===== src/rtl/spi_pkg.sv =====
// Shared SPI definitions: counter width default, half-period helper,
// controller states and CPOL/CPHA mode encodings.
package spi_pkg;

    localparam int CNT_W_DEF = 11;
    localparam int HP_W      = CNT_W_DEF + 1;

    typedef enum logic {
        ST_CLEAR = 1'b0,
        ST_RUN   = 1'b1
    } brg_state_e;

    // {CPOL, CPHA}
    localparam logic [1:0] MODE0 = 2'b00;
    localparam logic [1:0] MODE1 = 2'b01;
    localparam logic [1:0] MODE2 = 2'b10;
    localparam logic [1:0] MODE3 = 2'b11;

    // Half-period in clocks: (SPPR+1) << SPR, range 1..1024.
    function automatic logic [HP_W-1:0] half_period(input logic [2:0] sppr,
                                                    input logic [2:0] spr);
        logic [HP_W-1:0] base;
        base = {{(HP_W-3){1'b0}}, sppr} + {{(HP_W-1){1'b0}}, 1'b1};
        return base << spr;
    endfunction

endpackage


===== src/rtl/spi_prescaler.sv =====
// Shadowed divisor plus half-period counter; emits half_tick_o on the
// clock where the counter wraps from H-1 back to 0.
module spi_prescaler
    import spi_pkg::*;
#(
    parameter int CNT_W = CNT_W_DEF
) (
    input  logic       clk,
    input  logic       rst,
    input  logic       brg_clr_i,
    input  logic [2:0] sppr_i,
    input  logic [2:0] spr_i,
    output logic       half_tick_o
);

    brg_state_e         state_q, state_d;
    logic [CNT_W-1:0]   cnt_q, cnt_d;
    logic [2:0]         sppr_q, sppr_d;
    logic [2:0]         spr_q, spr_d;
    logic [CNT_W:0]     h_s;
    logic [CNT_W:0]     h_last_s;
    logic               wrap_s;

    assign h_s      = (CNT_W+1)'(half_period(sppr_q, spr_q));
    assign h_last_s = h_s - {{CNT_W{1'b0}}, 1'b1};
    assign wrap_s   = ({1'b0, cnt_q} == h_last_s);

    // The entry clock into RUN only starts the count, so the first wrap
    // lands H clocks after release.
    assign half_tick_o = (state_q == ST_RUN) & ~brg_clr_i & wrap_s;

    // Next-state, counter and shadow-capture logic.
    always_comb begin
        state_d = state_q;
        cnt_d   = cnt_q;
        sppr_d  = sppr_q;
        spr_d   = spr_q;
        if (brg_clr_i) begin
            sppr_d = sppr_i;
            spr_d  = spr_i;
        end else begin
            sppr_d = sppr_q;
            spr_d  = spr_q;
        end
        case (state_q)
            ST_CLEAR: begin
                cnt_d = {CNT_W{1'b0}};
                if (brg_clr_i) begin
                    state_d = ST_CLEAR;
                end else begin
                    state_d = ST_RUN;
                end
            end
            ST_RUN: begin
                if (brg_clr_i) begin
                    state_d = ST_CLEAR;
                    cnt_d   = {CNT_W{1'b0}};
                end else if (wrap_s) begin
                    cnt_d = {CNT_W{1'b0}};
                end else begin
                    cnt_d = cnt_q + {{(CNT_W-1){1'b0}}, 1'b1};
                end
            end
            default: begin
                state_d = ST_CLEAR;
                cnt_d   = {CNT_W{1'b0}};
            end
        endcase
    end

    // State, counter and shadow registers.
    always_ff @(posedge clk) begin
        if (rst) begin
            state_q <= ST_CLEAR;
            cnt_q   <= {CNT_W{1'b0}};
            sppr_q  <= 3'd0;
            spr_q   <= 3'd0;
        end else begin
            state_q <= state_d;
            cnt_q   <= cnt_d;
            sppr_q  <= sppr_d;
            spr_q   <= spr_d;
        end
    end

endmodule


===== src/rtl/spi_baud_gen.sv =====
// SPI baud-rate / SCK generator: phase flip-flop, SCK and edge strobes
// built around the shadowed prescaler.
module spi_baud_gen
    import spi_pkg::*;
#(
    parameter int CNT_W = CNT_W_DEF
) (
    input  logic       clk,
    input  logic       rst,
    input  logic       BRG_clr,
    input  logic [2:0] SPPR,
    input  logic [2:0] SPR,
    input  logic       CPOL,
    input  logic       CPHA,
    output logic       control_BaudRate,
    output logic       baud_tick,
    output logic       SCK,
    output logic       sample_stb,
    output logic       shift_stb
);

    logic half_tick_s;
    logic phase_q, phase_d;
    logic tick_q, tick_d;
    logic sck_q, sck_d;
    logic sample_q, sample_d;
    logic shift_q, shift_d;
    logic cpol_q, cpol_d;
    logic cpha_q, cpha_d;
    logic lead_s, trail_s;

    spi_prescaler #(
        .CNT_W(CNT_W)
    ) u_prescaler (
        .clk        (clk),
        .rst        (rst),
        .brg_clr_i  (BRG_clr),
        .sppr_i     (SPPR),
        .spr_i      (SPR),
        .half_tick_o(half_tick_s)
    );

    assign lead_s  = half_tick_s & ~phase_q;
    assign trail_s = half_tick_s &  phase_q;

    // Next values for phase, SCK, strobes and mode shadows.
    always_comb begin
        phase_d  = phase_q;
        tick_d   = 1'b0;
        sck_d    = sck_q;
        sample_d = 1'b0;
        shift_d  = 1'b0;
        cpol_d   = cpol_q;
        cpha_d   = cpha_q;
        if (BRG_clr) begin
            // Partial period is dropped; SCK follows the live CPOL pin.
            phase_d = 1'b0;
            sck_d   = CPOL;
            cpol_d  = CPOL;
            cpha_d  = CPHA;
        end else begin
            phase_d = phase_q ^ half_tick_s;
            tick_d  = lead_s;
            sck_d   = cpol_q ^ phase_d;
            case ({cpol_q, cpha_q})
                MODE0, MODE2: begin
                    sample_d = lead_s;
                    shift_d  = trail_s;
                end
                MODE1, MODE3: begin
                    sample_d = trail_s;
                    shift_d  = lead_s;
                end
                default: begin
                    sample_d = 1'b0;
                    shift_d  = 1'b0;
                end
            endcase
        end
    end

    // Output and shadow registers.
    always_ff @(posedge clk) begin
        if (rst) begin
            phase_q  <= 1'b0;
            tick_q   <= 1'b0;
            sck_q    <= 1'b0;
            sample_q <= 1'b0;
            shift_q  <= 1'b0;
            cpol_q   <= 1'b0;
            cpha_q   <= 1'b0;
        end else begin
            phase_q  <= phase_d;
            tick_q   <= tick_d;
            sck_q    <= sck_d;
            sample_q <= sample_d;
            shift_q  <= shift_d;
            cpol_q   <= cpol_d;
            cpha_q   <= cpha_d;
        end
    end

    assign control_BaudRate = phase_q;
    assign baud_tick        = tick_q;
    assign SCK              = sck_q;
    assign sample_stb       = sample_q;
    assign shift_stb        = shift_q;

endmodule


===== config.mk =====
export PLATFORM = sky130hd
export DESIGN_NAME = spi_baud_gen
export DESIGN_NICKNAME = d
export VERILOG_FILES = /design/src/rtl/spi_pkg.sv /design/src/rtl/spi_prescaler.sv /design/src/rtl/spi_baud_gen.sv
export SDC_FILE = /design/constraint.sdc
export NUM_CORES = 1
export LEC_CHECK = 0
export BUFFER_PORTS_ARGS = -buffer_cell sky130_fd_sc_hd__clkbuf_2
export CAP_MARGIN = 20
export CORE_ASPECT_RATIO = 1.5
export CORE_MARGIN = 1.5
export CORE_UTILIZATION = 50
export CTS_BUF_LIST = sky130_fd_sc_hd__clkbuf_16
export DETAILED_ROUTE_END_ITERATION = 8
export GPL_TIMING_DRIVEN = 0
export PLACE_DENSITY = 0.69
export SLEW_MARGIN = 20
export SYNTH_ARGS = -nofsm -noshare
export SYNTH_HDL_FRONTEND = slang
export SYNTH_SLANG_ARGS = --single-unit

===== constraint.sdc =====
create_clock -name clk -period 3.7 [get_ports clk]
set_input_delay 0.185 -clock clk [delete_from_list [all_inputs] [get_ports clk]]
set_output_delay 0.185 -clock clk [all_outputs]
set_load 0.02 [all_outputs]

Word-level counts from Yosys, hierarchy flattened
Index checks and enable logic that the tools add are counted.
Widths: inputs -> output; s select.
{"block": "classes", "add_sub_neg": 3, "eq_ne": 4, "n_shift": 1, "muxes": 7, "bitwise": 9, "reduce_logical": 4}
{"cell": "$mux 11", "count": 2}
{"cell": "$pmux 11 s2", "count": 1}
{"cell": "$eq 11x12->1", "count": 1}
{"cell": "$shl 12x3->12", "count": 1}
{"cell": "$sub 12x1->12 const B", "count": 1}
{"cell": "$add 11x1->11 const B", "count": 1}
{"cell": "$reduce_or 2->1", "count": 3}
{"cell": "$add 3x1->4 const B", "count": 1}
{"cell": "$and 1x1->1", "count": 4}
{"cell": "$eq 2x2->1 const B", "count": 2}
{"cell": "$pmux 1 s2", "count": 2}
{"cell": "$not 1->1", "count": 3}
{"cell": "$eq 2x1->1 const B", "count": 1}
{"cell": "$logic_not 2->1", "count": 1}
{"cell": "$mux 1", "count": 2}
{"cell": "$xor 1x1->1", "count": 2}
{"block": "word_totals", "ff_bits": 25, "input_bits": 11, "wordCells": 39}

Logic depth before layout (Yosys ltp)
Gate-level depths: netlist of run 1.
{"block": "logic_depth", "ltp_word": 8, "mapped_depth": 20}

By module
From an unflattened synthesis of run 1, not the netlist that was laid out.
{"block": "hier_totals", "hier_cells": 233, "hier_area_um2": 2010.7}
{"module": "spi_prescaler", "n_inst": 1, "cells_per_inst": 208, "area_per_inst_um2": 1735.4}
{"module": "spi_baud_gen", "n_inst": 1, "cells_per_inst": 25, "area_per_inst_um2": 275.3}

Worst setup path after synthesis of run 1
OpenSTA, ideal clock, no wires.
{"block": "synth_path", "path_type": "flip-flop to flip-flop", "startpoint": "register u_prescaler.sppr_q[1]", "endpoint": "register sck_q (netlist: SCK)", "t_arrival_ns": 3.701, "required_time_ns": 3.572, "path_slack_ns": -0.128, "path_stages_with_launch": 15, "path_buffers": 0, "synth_period_minus_slack_ns": 3.828, "cell_sequence": "dfxtp_1 ha_1 nor2b_1 or2_1 a311o_1 nor4_1 mux2_1 or4_4 nor4_4 and3b_1 ha_1 xor2_1 nor2_1 a21oi_1 nor2_1"}
{"block": "synth_between", "elab_chain_cells": 8}
{"element": "start, declared", "line_no": "spi_prescaler.sv:18", "text": "logic [2:0] sppr_q, sppr_d;"}
{"element": "start signal, assigned", "line_no": "spi_prescaler.sv:81", "text": "sppr_q <= sppr_d;"}
{"element": "$add 3x1->4", "line_no": "spi_pkg.sv:23", "text": "base = {{(HP_W-3){1'b0}}, sppr} + {{(HP_W-1){1'b0}}, 1'b1};"}
{"element": "$shl 12x3->12", "line_no": "spi_pkg.sv:24", "text": "return base << spr;"}
{"element": "$sub 12x1->12", "line_no": "spi_prescaler.sv:25", "text": "assign h_last_s = h_s - {{CNT_W{1'b0}}, 1'b1};"}
{"element": "$eq 11x12->1", "line_no": "spi_prescaler.sv:26", "text": "assign wrap_s = ({1'b0, cnt_q} == h_last_s);"}
{"element": "$and 1x1->1", "line_no": "spi_prescaler.sv:30", "text": "assign half_tick_o = (state_q == ST_RUN) & ~brg_clr_i & wrap_s;"}
{"element": "$xor 1x1->1", "line_no": "spi_baud_gen.sv:62", "text": "phase_d = phase_q ^ half_tick_s;"}
{"element": "$xor 1x1->1", "line_no": "spi_baud_gen.sv:64", "text": "sck_d = cpol_q ^ phase_d;"}
{"element": "$mux 1", "line_no": "spi_baud_gen.sv:55", "text": "if (BRG_clr) begin"}
{"element": "end signal, assigned", "line_no": "spi_baud_gen.sv:95", "text": "sck_q <= sck_d;"}
{"element": "end, declared", "line_no": "spi_baud_gen.sv:25", "text": "logic sck_q, sck_d;"}
Every way passes these cells.
A chain may end at the register's enable or synchronous reset.

Worst setup path in the final report of run 1
{"block": "layout_path", "startpoint": "register u_prescaler.sppr_q[0]", "endpoint": "register sck_q (netlist: SCK)"}
Same word-level chain as after synthesis.

==> flow_summary.yaml, run 1 <==
status:
  run_status: "complete, no violations"
layout:
  nets: 305
  post_route_utilization_pct: 64.51
  multi_input_comb_area_sq_um: 1572
  seqCellArea_sq_um: 506.7
  final_layout_size_suffix_gt1_share_pct: 26.39
  fill_cell_instance_count_of_the_final_layout: 335
  diodes_inserted: 0
  cell_area_after_layout_sq_um: 2509
  area_growth_pct: 25.16
global_routing:
  grt_overflow_total: 0
  track_usage_pct: 24.83
  grt_pass1_wl_mm: 8.169
  number_of_global_route_vias_before_repair: 1858
  maximum_number_of_pins_on_one_net_before_global_route_repair: 15
  antenna_found_initial: 0
pwr:
  switching_share_pct: 29.94
  p_int_mw: 0.5309
  leakagePower_nw: 1.030
  power.density_cell_area_nw_per_um2: 302.1
  power.share.clock_pct: 31.7
  design_power_total_mw: 0.7578
  seqPwrFrac_pct: 37.2
  share_comb_of_total_power_pct: 31.1
  power.net_switching_mw: 0.2268
  peakVddDrop_mv: 0.3239
place:
  place.gp.congestion: 0.8251
  dpl.hpwl_mm: 3.380
  placement.cell_area_sq_um: 2143
  portBuffers: 14
synthesis:
  post-synth-top-area-fraction_pct: 24.97
  synthDistinctLibCells: 55
  synth_largest_area_cell: "sky130_fd_sc_hd__dfxtp_1"
  synth_top_flop_cell: "sky130_fd_sc_hd__dfxtp_1"
  yosysMostFrequentCell: "sky130_fd_sc_hd__nor2_1"
  syn-mean-instance-area_sq_um: 7.709
  yosysWarningCount: 0
  synth_seq_cells: 25
  postSynthCellCount: 260
  yosys-top-cells-count: "sky130_fd_sc_hd__nor2_1, sky130_fd_sc_hd__dfxtp_1, sky130_fd_sc_hd__nand2_1"
  async_flop_share_pct: 0
  netlist_area_sq_um: 2004
  ys_top_cells_by_area: "sky130_fd_sc_hd__dfxtp_1, sky130_fd_sc_hd__mux2i_1, sky130_fd_sc_hd__nor2_1"
  syn_nets: 276
  sequential_to_total_area_share_from_yosys_stat_pct: 24.97
  synth-edff-count: 0
floorplan:
  chipWidth_um: 54.70
  design.core.area_sq_um: 3889
  die_area_sq_um: 4405
  io_pins: 16
  row_count: 28
  floorplan.initialDensity_pct: 51.54
  die-height_um: 80.55
worst_setup_path:
  worst_setup_path_start_kind: "register"
  cp.arrival_ns: 3.83
  worst_path_max_delay_cell: "sky130_fd_sc_hd__a311o_2"
  cp_data_required_time_ns: 3.84
  worst_path_largest_cell_delay_ns: 0.37
  timing.rr.start: "u_prescaler.sppr_q[0]"
  crit_chain: "ha_4 -> nor2b_4 -> or2_4 -> a311o_2 -> buf_6 -> a2111oi_4 -> buf_4 -> mux2i_1 -> a211oi_2 -> o211a_1 -> nor4_4 -> and3b_2 -> ha_4 -> xor2_1 -> nor2_1 -> a21oi_1 -> nor2_1"
  type_of_destination_of_the_critical_path: "register"
  crit_type: "reg -> reg"
  critical_path.reg2reg.endpoint: "SCK"
  crit_path_max_fanout: 5
  worst_r2r_path_depth: 17
  reg2reg_slack_ns: 0.005
routing:
  number_of_nets_with_antenna_violations_after_routing: 0
  drt_wl_total_mm: 5.144
  drc: 0
  vias_per_cell: 5.871
  drt_iter0_drc: 47
  post_drt_wl_per_cell_um: 15.45
  num_vias: 1955
  dr.pass1.iters: 5
sta:
  timing.fmax_mhz: 270.7
  worstMarginPinSlew_ns: 0.5934
  final_count_of_negative_setup_slack_endpoints: 0
  slew_headroom_pct: 60.44
  finalClockSkew_ns: 0.002825
  final-max-slew-violation-count: 0
  period_minus_slack_ns: 3.695
  final_hold_viol_count: 0
  fin_crit_sh_pct: 99.86
  grt_setup_unrepaired: "yes"
min_path:
  hold_path_depth: 2
  worstHoldEndpoint: "shift_stb"
  worst_hold_path_type: "in -> reg"
  hold_path.startpoint: "rst"
clock_network:
  ctsHtreeMaxLevel: 1
  tritoncts.num_buffers: 3
  ctsRootBufferMaster: "sky130_fd_sc_hd__clkbuf_16"
  cts_tree: "built"
  clock_sinks: 25
  cts-root-to-sink-buffers: 2
  worst_setup_hold_path_clk_slew_ns: 0.06
  insertion_delay_ns: 0.26
flow_run:
  cap_violations: 0
[flip-flops by register name (all words and copies together), names as in the netlist]
signal and cells:
u_prescaler.sppr_q 3, baud_tick 1, control_BaudRate 1, shift_stb 1, u_prescaler.cnt_q 11, cpha_q 1, SCK 1, cpol_q 1
u_prescaler.state_q 1, u_prescaler.spr_q 3, sample_stb 1
[metal layers]
layer | GRT usage [%] | share of wire (%) | wire, um
met2 | 42.62 | 51 | 2635
met3 | 2.974 | 2.9 | 147
met1 | 28.80 | 41 | 2134
met4 | 12.25 | 4.4 | 227
met5 | 0 | 0 | 0
[cells in the final DEF, fill, tap and decap left out, types with 5 or more instances in the layout]
cell | synthesis | layout
sky130_fd_sc_hd__nand2b_1 | 5 | 5
sky130_fd_sc_hd__clkbuf_1 | 9 | 6
sky130_fd_sc_hd__o21ai_0 | 6 | 5
sky130_fd_sc_hd__clkbuf_2 | 0 | 15
sky130_fd_sc_hd__buf_4 | 1 | 16
sky130_fd_sc_hd__mux2i_1 | 15 | 15
sky130_fd_sc_hd__a21oi_1 | 12 | 11
sky130_fd_sc_hd__nand2_1 | 25 | 24
sky130_fd_sc_hd__xnor2_1 | 12 | 11
sky130_fd_sc_hd__nor3_1 | 11 | 11
sky130_fd_sc_hd__xor2_1 | 11 | 10
sky130_fd_sc_hd__inv_1 | 5 | 5
sky130_fd_sc_hd__nand3_1 | 14 | 14
sky130_fd_sc_hd__nor2_1 | 36 | 34
sky130_fd_sc_hd__dfxtp_1 | 25 | 22
[power by group through the flow]
| stage | registers [mW] | clock network, mW | logic (mW) |
|---|---|---|---|
| floorplan | 0.287 | 0 | 0.144 |
| global placement | 0.286 | 0 | 0.179 |
| detailed placement | 0.286 | 0 | 0.180 |
| CTS | 0.281 | 0.243 | 0.206 |
| global route | 0.283 | 0.252 | 0.257 |
| finish | 0.282 | 0.241 | 0.235 |
[area by class of cell]
class                      instances  share of cell area, %
clock inverter                     1                 0.1995
inverter                           6                 0.8978
multi-input combinational        208                  62.64
timing repair buffer              27                  6.833
sequential                        25                  20.20
tap                               45                  2.244
clock buffer                       3                  2.993
buffer                            18                  3.990
[cell families (layout without fill, tap and decap cells)]
family,after synthesis,after routing,share of synthesized area (%)
AOI/OAI and AO/OA,45,45,16.42
adders and majority gates,5,5,3.121
muxes,18,18,9.737
and+or+nand+nor,117,117,29.71
xor gates and xnor gates,23,23,10.05
buffers and inverters,27,55,5.992
DFF,25,25,24.97
[timing repair]
action | in CTS | in global routing
setup buffers | 7 | 6
pin swaps | 9 | 15
hold buffers | 0 | 0
gates resized for setup | 24 | 23
endpoints found under the setup margin | 15 | 4
[metrics by stage]
stage,setup WS [ns],instances,setup TNS (ns),hold WS [ns]
6_report,0.005247,333,0,0.1370
5_1_grt,-0.1475,333,-0.2578,0.1429
4_1_cts,-0.07505,328,-0.07505,0.1325
3_5_place_dp,-0.5588,319,-1.645,0.4067
3_3_place_gp,-0.5722,319,-1.765,0.4073
2_1_floorplan,0.0001568,260,0,0.2618
[how the worst max path moves through the flow]
| stage | start | to | slack [ns] |
|---|---|---|---|
| 2_1_floorplan | u_prescaler.spr_q[0] | SCK | 0.0002 |
| 3_3_place_gp | u_prescaler.spr_q[0] | SCK | -0.57 |
| 3_5_place_dp | u_prescaler.spr_q[0] | SCK | -0.56 |
| 4_1_cts | u_prescaler.sppr_q[1] | SCK | -0.08 |
| 5_1_grt | u_prescaler.sppr_q[1] | SCK | -0.15 |
| 6_report | u_prescaler.sppr_q[0] | SCK | 0.005 |
[worst max-delay path, delay by kind of cell, from the launching register on]
family                     cells  cell delay (ns)
AOI/OAI and AO/OA              5             1.01
and+or+nand+nor                6             1.09
adders and majority gates      2             0.45
DFF                            1             0.33
muxes                          1             0.21
buffers and inverters          2             0.34
xor gates and xnor gates       1             0.12
(Power assumes the default switching activity.)
==> run 2, diff against run 1 <==
Settings changed: GPL_ROUTABILITY_DRIVEN set to 0, SYNTH_HIERARCHICAL set to 1.
Clock period 3.7 ns to 3.3 ns, I/O delays scaled along.
==> run 2 against run 1 <==
  * First-iteration DRC count increased by 11%
  * Hold slack got worse by 0.041 ns
  * Area after synthesis increased by 0.31%
  * Wire length decreased by 4.7%
  * Global-route usage decreased by 0.064 points
  * Non-clock buffer count decreased by 12
  * Utilization decreased by 5.3 points
  * Sequential share of layout area increased by 1.6 points
  * Via count decreased by 8.4%
  * Critical endpoint unchanged
  * Largest cell class unchanged
  * Highest routed layer unchanged
==> flow_summary.yaml, run 2 <==
worst_setup_path:
  worst_setup_path_start_kind: "register"
  crit_path_max_fanout: 6
  crit_type: "reg -> reg"
  worst_path_largest_cell_delay_ns: 0.37
  type_of_destination_of_the_critical_path: "register"
  cp_data_required_time_ns: 3.44
  worst_path_max_delay_cell: "sky130_fd_sc_hd__dfxtp_2"
  worst_r2r_path_depth: 13
  cp.arrival_ns: 3.27
  crit_chain: "ha_4 -> nand2b_4 -> nand2_1 -> nand2_1 -> ha_1 -> xnor2_1 -> a311o_1 -> a311oi_2 -> o2111ai_2 -> nor3_2 -> ha_1 -> xnor2_1 -> o2bb2ai_1"
global_routing:
  track_usage_pct: 24.76
  grt_overflow_total: 0
  gr-usage-met1_pct: 27.69
  grt.busiest_layer: "met2"
  grt_pass1_wl_mm: 8.059
  number_of_global_route_vias_before_repair: 1781
  use_met3_pct: 2.416
  met2_usage_pct: 43.57
  maximum_number_of_pins_on_one_net_before_global_route_repair: 16
  antenna_found_initial: 0
sta:
  final_count_of_negative_setup_slack_endpoints: 0
  final-max-slew-violation-count: 0
  timing.fmax_mhz: 319.1
  worstMarginPinSlew_ns: 0.6181
  final_hold_viol_count: 0
  fin_crit_sh_pct: 94.95
  finalSetupTns_ns: 0
  slew_headroom_pct: 58.64
  grt_setup_unrepaired: "no"
  finalClockSkew_ns: 0.007267
  period_minus_slack_ns: 3.133
  worst_hold_slack_ns: 0.09623
clock_network:
  ctsHtreeMaxLevel: 1
  worst_setup_hold_path_clk_slew_ns: 0.07
  cts-root-to-sink-buffers: 2
  ctsRootBufferMaster: "sky130_fd_sc_hd__clkbuf_16"
  clock_sinks: 25
  insertion_delay_ns: 0.26
  tritoncts.num_buffers: 3
  cts_tree: "built"
  cts_hold_repair.buffers: 0
routing:
  number_of_nets_with_antenna_violations_after_routing: 0
  num_vias: 1790
  drt_iter0_drc: 52
  drt_wl_total_mm: 4.902
  vias_per_cell: 5.987
  drc: 0
  dr.pass1.iters: 4
  post_drt_wl_per_cell_um: 16.39
layout:
  post_route_utilization_pct: 59.23
  largest_register_ffs: 11
  area_growth_pct: 14.56
  seqCellArea_sq_um: 503.0
  fill_cell_instance_count_of_the_final_layout: 370
  instances_no_fill: 299
  mostFrequentLayoutCell: "sky130_fd_sc_hd__dfxtp_1"
  layout.cells.most_common_list: "sky130_fd_sc_hd__dfxtp_1, sky130_fd_sc_hd__nor2_1, sky130_fd_sc_hd__nand2_1"
  largest_registers: "u_prescaler/cnt_q (11), u_prescaler/sppr_q (3), u_prescaler/spr_q (3)"
  multi_input_comb_area_sq_um: 1421
  diodes_inserted: 0
  nets: 271
  final_layout_size_suffix_gt1_share_pct: 21.26
  max_flop_register: "u_prescaler/cnt_q"
floorplan:
  die_area_sq_um: 4418
  floorplan.initialDensity_pct: 51.71
  row_count: 28
  design.core.area_sq_um: 3889
  chipWidth_um: 54.78
  io_pins: 16
  die-height_um: 80.67
min_path:
  hold_path_depth: 2
  worst_hold_path_type: "in -> reg"
synthesis:
  synth_xor_xnor_area_share_pct: 10.02
  postSynthCellCount: 233
  synth-simple-area-share_pct: 23.96
  yosysWarningCount: 6
  syn-mean-instance-area_sq_um: 8.630
  ys_top_cells_by_area: "sky130_fd_sc_hd__dfxtp_1, sky130_fd_sc_hd__xnor2_1, sky130_fd_sc_hd__mux2i_1"
  synthDistinctLibCells: 57
  synth_top_flop_cell: "sky130_fd_sc_hd__dfxtp_1"
  post-synth-top-area-fraction_pct: 24.89
  syn_nets: 249
  synth-edff-count: 0
  synth_seq_cells: 25
  netlist_area_sq_um: 2011
  synthesized_area_fraction_occupied_by_ao_oa_aoi_and_oai_cells_pct: 24.64
  yosys-top-cells-count: "sky130_fd_sc_hd__dfxtp_1, sky130_fd_sc_hd__nor2_1, sky130_fd_sc_hd__nand2_1"
  synth_adder_area_share_pct: 3.111
  yosysMostFrequentCell: "sky130_fd_sc_hd__dfxtp_1"
  synth.area.mux_share_pct: 6.036
  synth_top_family_by_area: "compound AO/OA/AOI/OAI gates"
  async_flop_share_pct: 0
  sequential_to_total_area_share_from_yosys_stat_pct: 24.89
  synth_largest_area_cell: "sky130_fd_sc_hd__dfxtp_1"
pwr:
  leakagePower_nw: 0.9383
  peakVddDrop_mv: 0.3256
  power.density_cell_area_nw_per_um2: 361.3
place:
  portBuffers: 14
  placed_cells: 292
  dpl.hpwl_mm: 3.822
status:
  run_status: "complete, no violations"
flow_run:
  cap_violations: 0
==> run 2: kinds of logic after synthesis <==
| family | after synthesis |
|---|---|
| flip-flops | 25 |
| adder cells (fa/ha/maj) | 5 |
| buffers and inverters | 21 |
| XOR/XNOR | 23 |
| multiplexers | 12 |
| AO/OA/AOI/OAI | 57 |
| AND/OR/NAND/NOR | 90 |
==> run 2: metal layers <==
layer,share of wire (%),vias up
li1,-,901
met1,41,840
met2,54,37
met3,2.1,12
met4,3.1,0
met5,0,-
==> run 2: timing repair <==
action,4_1_cts,5_1_grt
gates resized for setup,3,8
endpoints found under the setup margin,3,4
buffers inserted,0,3
pin swaps,0,7
==> run 2: final cells by class <==
class,instances,share of cell area (%)
clock inverter,1,0.3259
multi-input combinational,187,61.71
sequential,25,21.84
timing repair buffer,17,4.020
tap,45,2.444
clock buffer,3,3.259
buffer,16,5.595
inverter,5,0.8148
==> run 2: path summary, 6_finish.rpt <==
check,startpoint,endpoint,slack (ns)
min reg2reg,cpol_q,cpol_q,0.52
max reg2reg,u_prescaler/sppr_q[1],SCK,0.17
min,BRG_clr,sample_stb,0.1
max,u_prescaler/sppr_q[1],SCK,0.17
==> run 2: metrics by stage <==
step | area, sq um | setup WS (ns) | total power [mW]
2_1_floorplan | 2011 | 0.4120 | 0.4967
3_3_place_gp | 2137 | -0.1099 | 0.5451
3_5_place_dp | 2137 | -0.1287 | 0.5468
4_1_cts | 2236 | 0.01923 | 0.8243
5_1_grt | 2303 | 0.03302 | 0.8696
6_report | 2303 | 0.1665 | 0.8321
==> run 2: critical path, delay by kind of cell (launching register included) <==
family | cells | cell delay, ns
simple gates | 4 | 0.50
compound gates | 4 | 0.98
xor+xnor | 2 | 0.26
fa+ha+maj | 3 | 0.89
flops | 1 | 0.37
==> run 2: where the power goes <==
part           total, mW  switching (mW)  internal (mW)
combinational      0.242           0.137          0.105
sequential         0.318         0.00833          0.310
clock              0.272           0.108          0.164
total              0.832           0.253          0.579
==> run 3, diff against run 2 <==
Settings changed: CORE_MARGIN 1.5 to 3, REMOVE_ABC_BUFFERS set to 1.
==> run 3 against run 2 <==
  * Sequential cell count unchanged
  * Clock skew down 0.00078 ns
  * Global-route usage shrank 5.2 points
  * Sequential power rose by 3%
  * Wire length fell by 4.8%
  * Critical endpoint unchanged
==> flow_summary.yaml, run 3 (same netlist as run 2, synthesis figures left out) <==
status:
  run_status: "complete, no violations"
worst_setup_path:
  path_buf_inv: 0
  crit_chain: "ha_4 -> nand2b_4 -> nand2_1 -> nand2_1 -> ha_4 -> xnor2_1 -> a311o_1 -> a311oi_2 -> o2111ai_2 -> nor3_2 -> ha_1 -> xnor2_1 -> o2bb2ai_1"
  worst_path_max_delay_cell: "sky130_fd_sc_hd__dfxtp_4"
  worst_setup_path_start_kind: "register"
  type_of_destination_of_the_critical_path: "register"
  worst_path_largest_cell_delay_ns: 0.38
  crit_type: "reg -> reg"
  cp.arrival_ns: 3.26
  crit_path_max_fanout: 7
  cp_data_required_time_ns: 3.45
  critical-path-top-delay-family: "compound AO/OA/AOI/OAI gates"
pwr:
  share_comb_of_total_power_pct: 26.1
  p_int_mw: 0.5695
  design_power_total_mw: 0.8222
  power.share.clock_pct: 33.8
  leakagePower_nw: 0.8870
  power.density_cell_area_nw_per_um2: 371.9
  switching_share_pct: 30.74
  power.net_switching_mw: 0.2528
  peakVddDrop_mv: 0.2813
  seqPwrFrac_pct: 40.1
routing:
  drt_wl_total_mm: 4.666
  post_drt_wl_per_cell_um: 16.37
  vias_per_cell: 6.256
  num_vias: 1783
  drt_iter0_drc: 99
  dr.pass1.iters: 4
  drc: 0
  number_of_nets_with_antenna_violations_after_routing: 0
floorplan:
  chipWidth_um: 57.78
  die_area_sq_um: 4834
  row_count: 27
  io_pins: 16
  die-height_um: 83.67
  floorplan.initialDensity_pct: 53.14
  design.core.area_sq_um: 3784
global_routing:
  grt_overflow_total: 0
  grt_pass1_wl_mm: 7.624
  number_of_global_route_vias_before_repair: 1667
  antenna_found_initial: 0
  track_usage_pct: 19.52
  maximum_number_of_pins_on_one_net_before_global_route_repair: 24
layout:
  largest_registers: "u_prescaler/cnt_q (11), u_prescaler/sppr_q (3), u_prescaler/spr_q (3)"
  final_layout_size_suffix_gt1_share_pct: 20.66
  nets: 259
  area_growth_pct: 9.956
  diodes_inserted: 0
  fill_cell_instance_count_of_the_final_layout: 363
  instances_no_fill: 285
  max_flop_register: "u_prescaler/cnt_q"
  layout.cells.most_common_list: "sky130_fd_sc_hd__dfxtp_1, sky130_fd_sc_hd__nor2_1, sky130_fd_sc_hd__nand2_1"
  largest_register_ffs: 11
clock_network:
  tritoncts.num_buffers: 3
  cts-root-to-sink-buffers: 2
  insertion_delay_ns: 0.26
  ctsHtreeMaxLevel: 1
  clock_sinks: 25
  worst_setup_hold_path_clk_slew_ns: 0.07
  ctsRootBufferMaster: "sky130_fd_sc_hd__clkbuf_16"
  cts_tree: "built"
place:
  portBuffers: 15
  dpl.hpwl_mm: 3.312
  placed_cells: 275
  placement.setup.worst_slack_ns: -0.2943
sta:
  finalClockSkew_ns: 0.006489
  worstMarginPinSlew_ns: 0.6242
  fin_crit_sh_pct: 94.29
  slew_headroom_pct: 58.23
  period_minus_slack_ns: 3.112
  final-max-slew-violation-count: 0
  finalSetupTns_ns: 0
  finalWorstSetupSlack_ns: 0.1883
  timing.fmax_mhz: 321.4
  final_hold_viol_count: 0
  worst_hold_slack_ns: 0.1367
  final_count_of_negative_setup_slack_endpoints: 0
min_path:
  worst_hold_path_type: "in -> reg"
flow_run:
  cap_violations: 0
==> run 3: changes by cell type in the layout (fill, tap and decap cells not counted), moves of 2 or more <==
cell                       change
sky130_fd_sc_hd__buf_6         -7
sky130_fd_sc_hd__dfxtp_1       -3
sky130_fd_sc_hd__clkbuf_2      +2
sky130_fd_sc_hd__dfxtp_4       +2
sky130_fd_sc_hd__buf_4         -2
sky130_fd_sc_hd__clkbuf_1      -4
==> run 3: power by group through the flow <==
stage | Combinational (mW) | Sequential (mW) | Clock, mW
after floorplan | 0.139 | 0.333 | 0
after global placement | 0.183 | 0.337 | 0
after detailed placement | 0.184 | 0.337 | 0
after CTS | 0.192 | 0.330 | 0.285
after global routing | 0.235 | 0.331 | 0.302
final | 0.215 | 0.329 | 0.278
==> run 3: worst paths after layout <==
| path | start | to | slack, ns | depth (start not counted) |
|---|---|---|---|---|
| max | u_prescaler/sppr_q[0] | SCK | 0.19 | 13 |
| min | SPR[2] | u_prescaler/spr_q[2] | 0.14 | 3 |
| max reg2reg | u_prescaler/sppr_q[0] | SCK | 0.19 | 13 |
| min reg2reg | cpol_q | cpol_q | 0.50 | 2 |
==> run 3: per-stage QoR <==
stage	utilization, %	cell area (sq um)
6_report	58.43	2211
3_5_place_dp	53.14	2011
4_1_cts	55.99	2118
5_1_grt	58.43	2211
2_1_floorplan	-	1882
3_3_place_gp	53.14	2011
==> run 3: per-layer routing <==
metal,share of wire (%),vias to the layer above,GRT usage [%]
met5,0,-,0
met4,2.3,0,9.072
met3,2.9,12,2.941
met2,54,47,33.44
met1,41,843,23.09
li1,-,881,-
==> run 3: area by class of cell <==
class	instances	area [sq um]	share of cell area, %
tap	43	53.80	2.434
timing repair buffer	21	117.6	5.320
clock inverter	1	8.758	0.3962
inverter	5	18.77	0.8489
clock buffer	3	75.07	3.396
sequential	25	511.7	23.15
multi-input combinational	187	1425	64.46
==> run 3: what timing repair did <==
action | CTS | global route
buffers inserted | 0 | 6
pin swaps | 1 | 4
hold buffers | 0 | 0
setup endpoints to repair | 5 | 4
gates cloned | 0 | 0
resized for setup | 7 | 9
==> run 3: tightest hold or removal path, delay by kind of cell <==
kind	cells	cell delay, ns
simple gates	1	0.07
mux	1	0.05
buf+inv	1	0.08
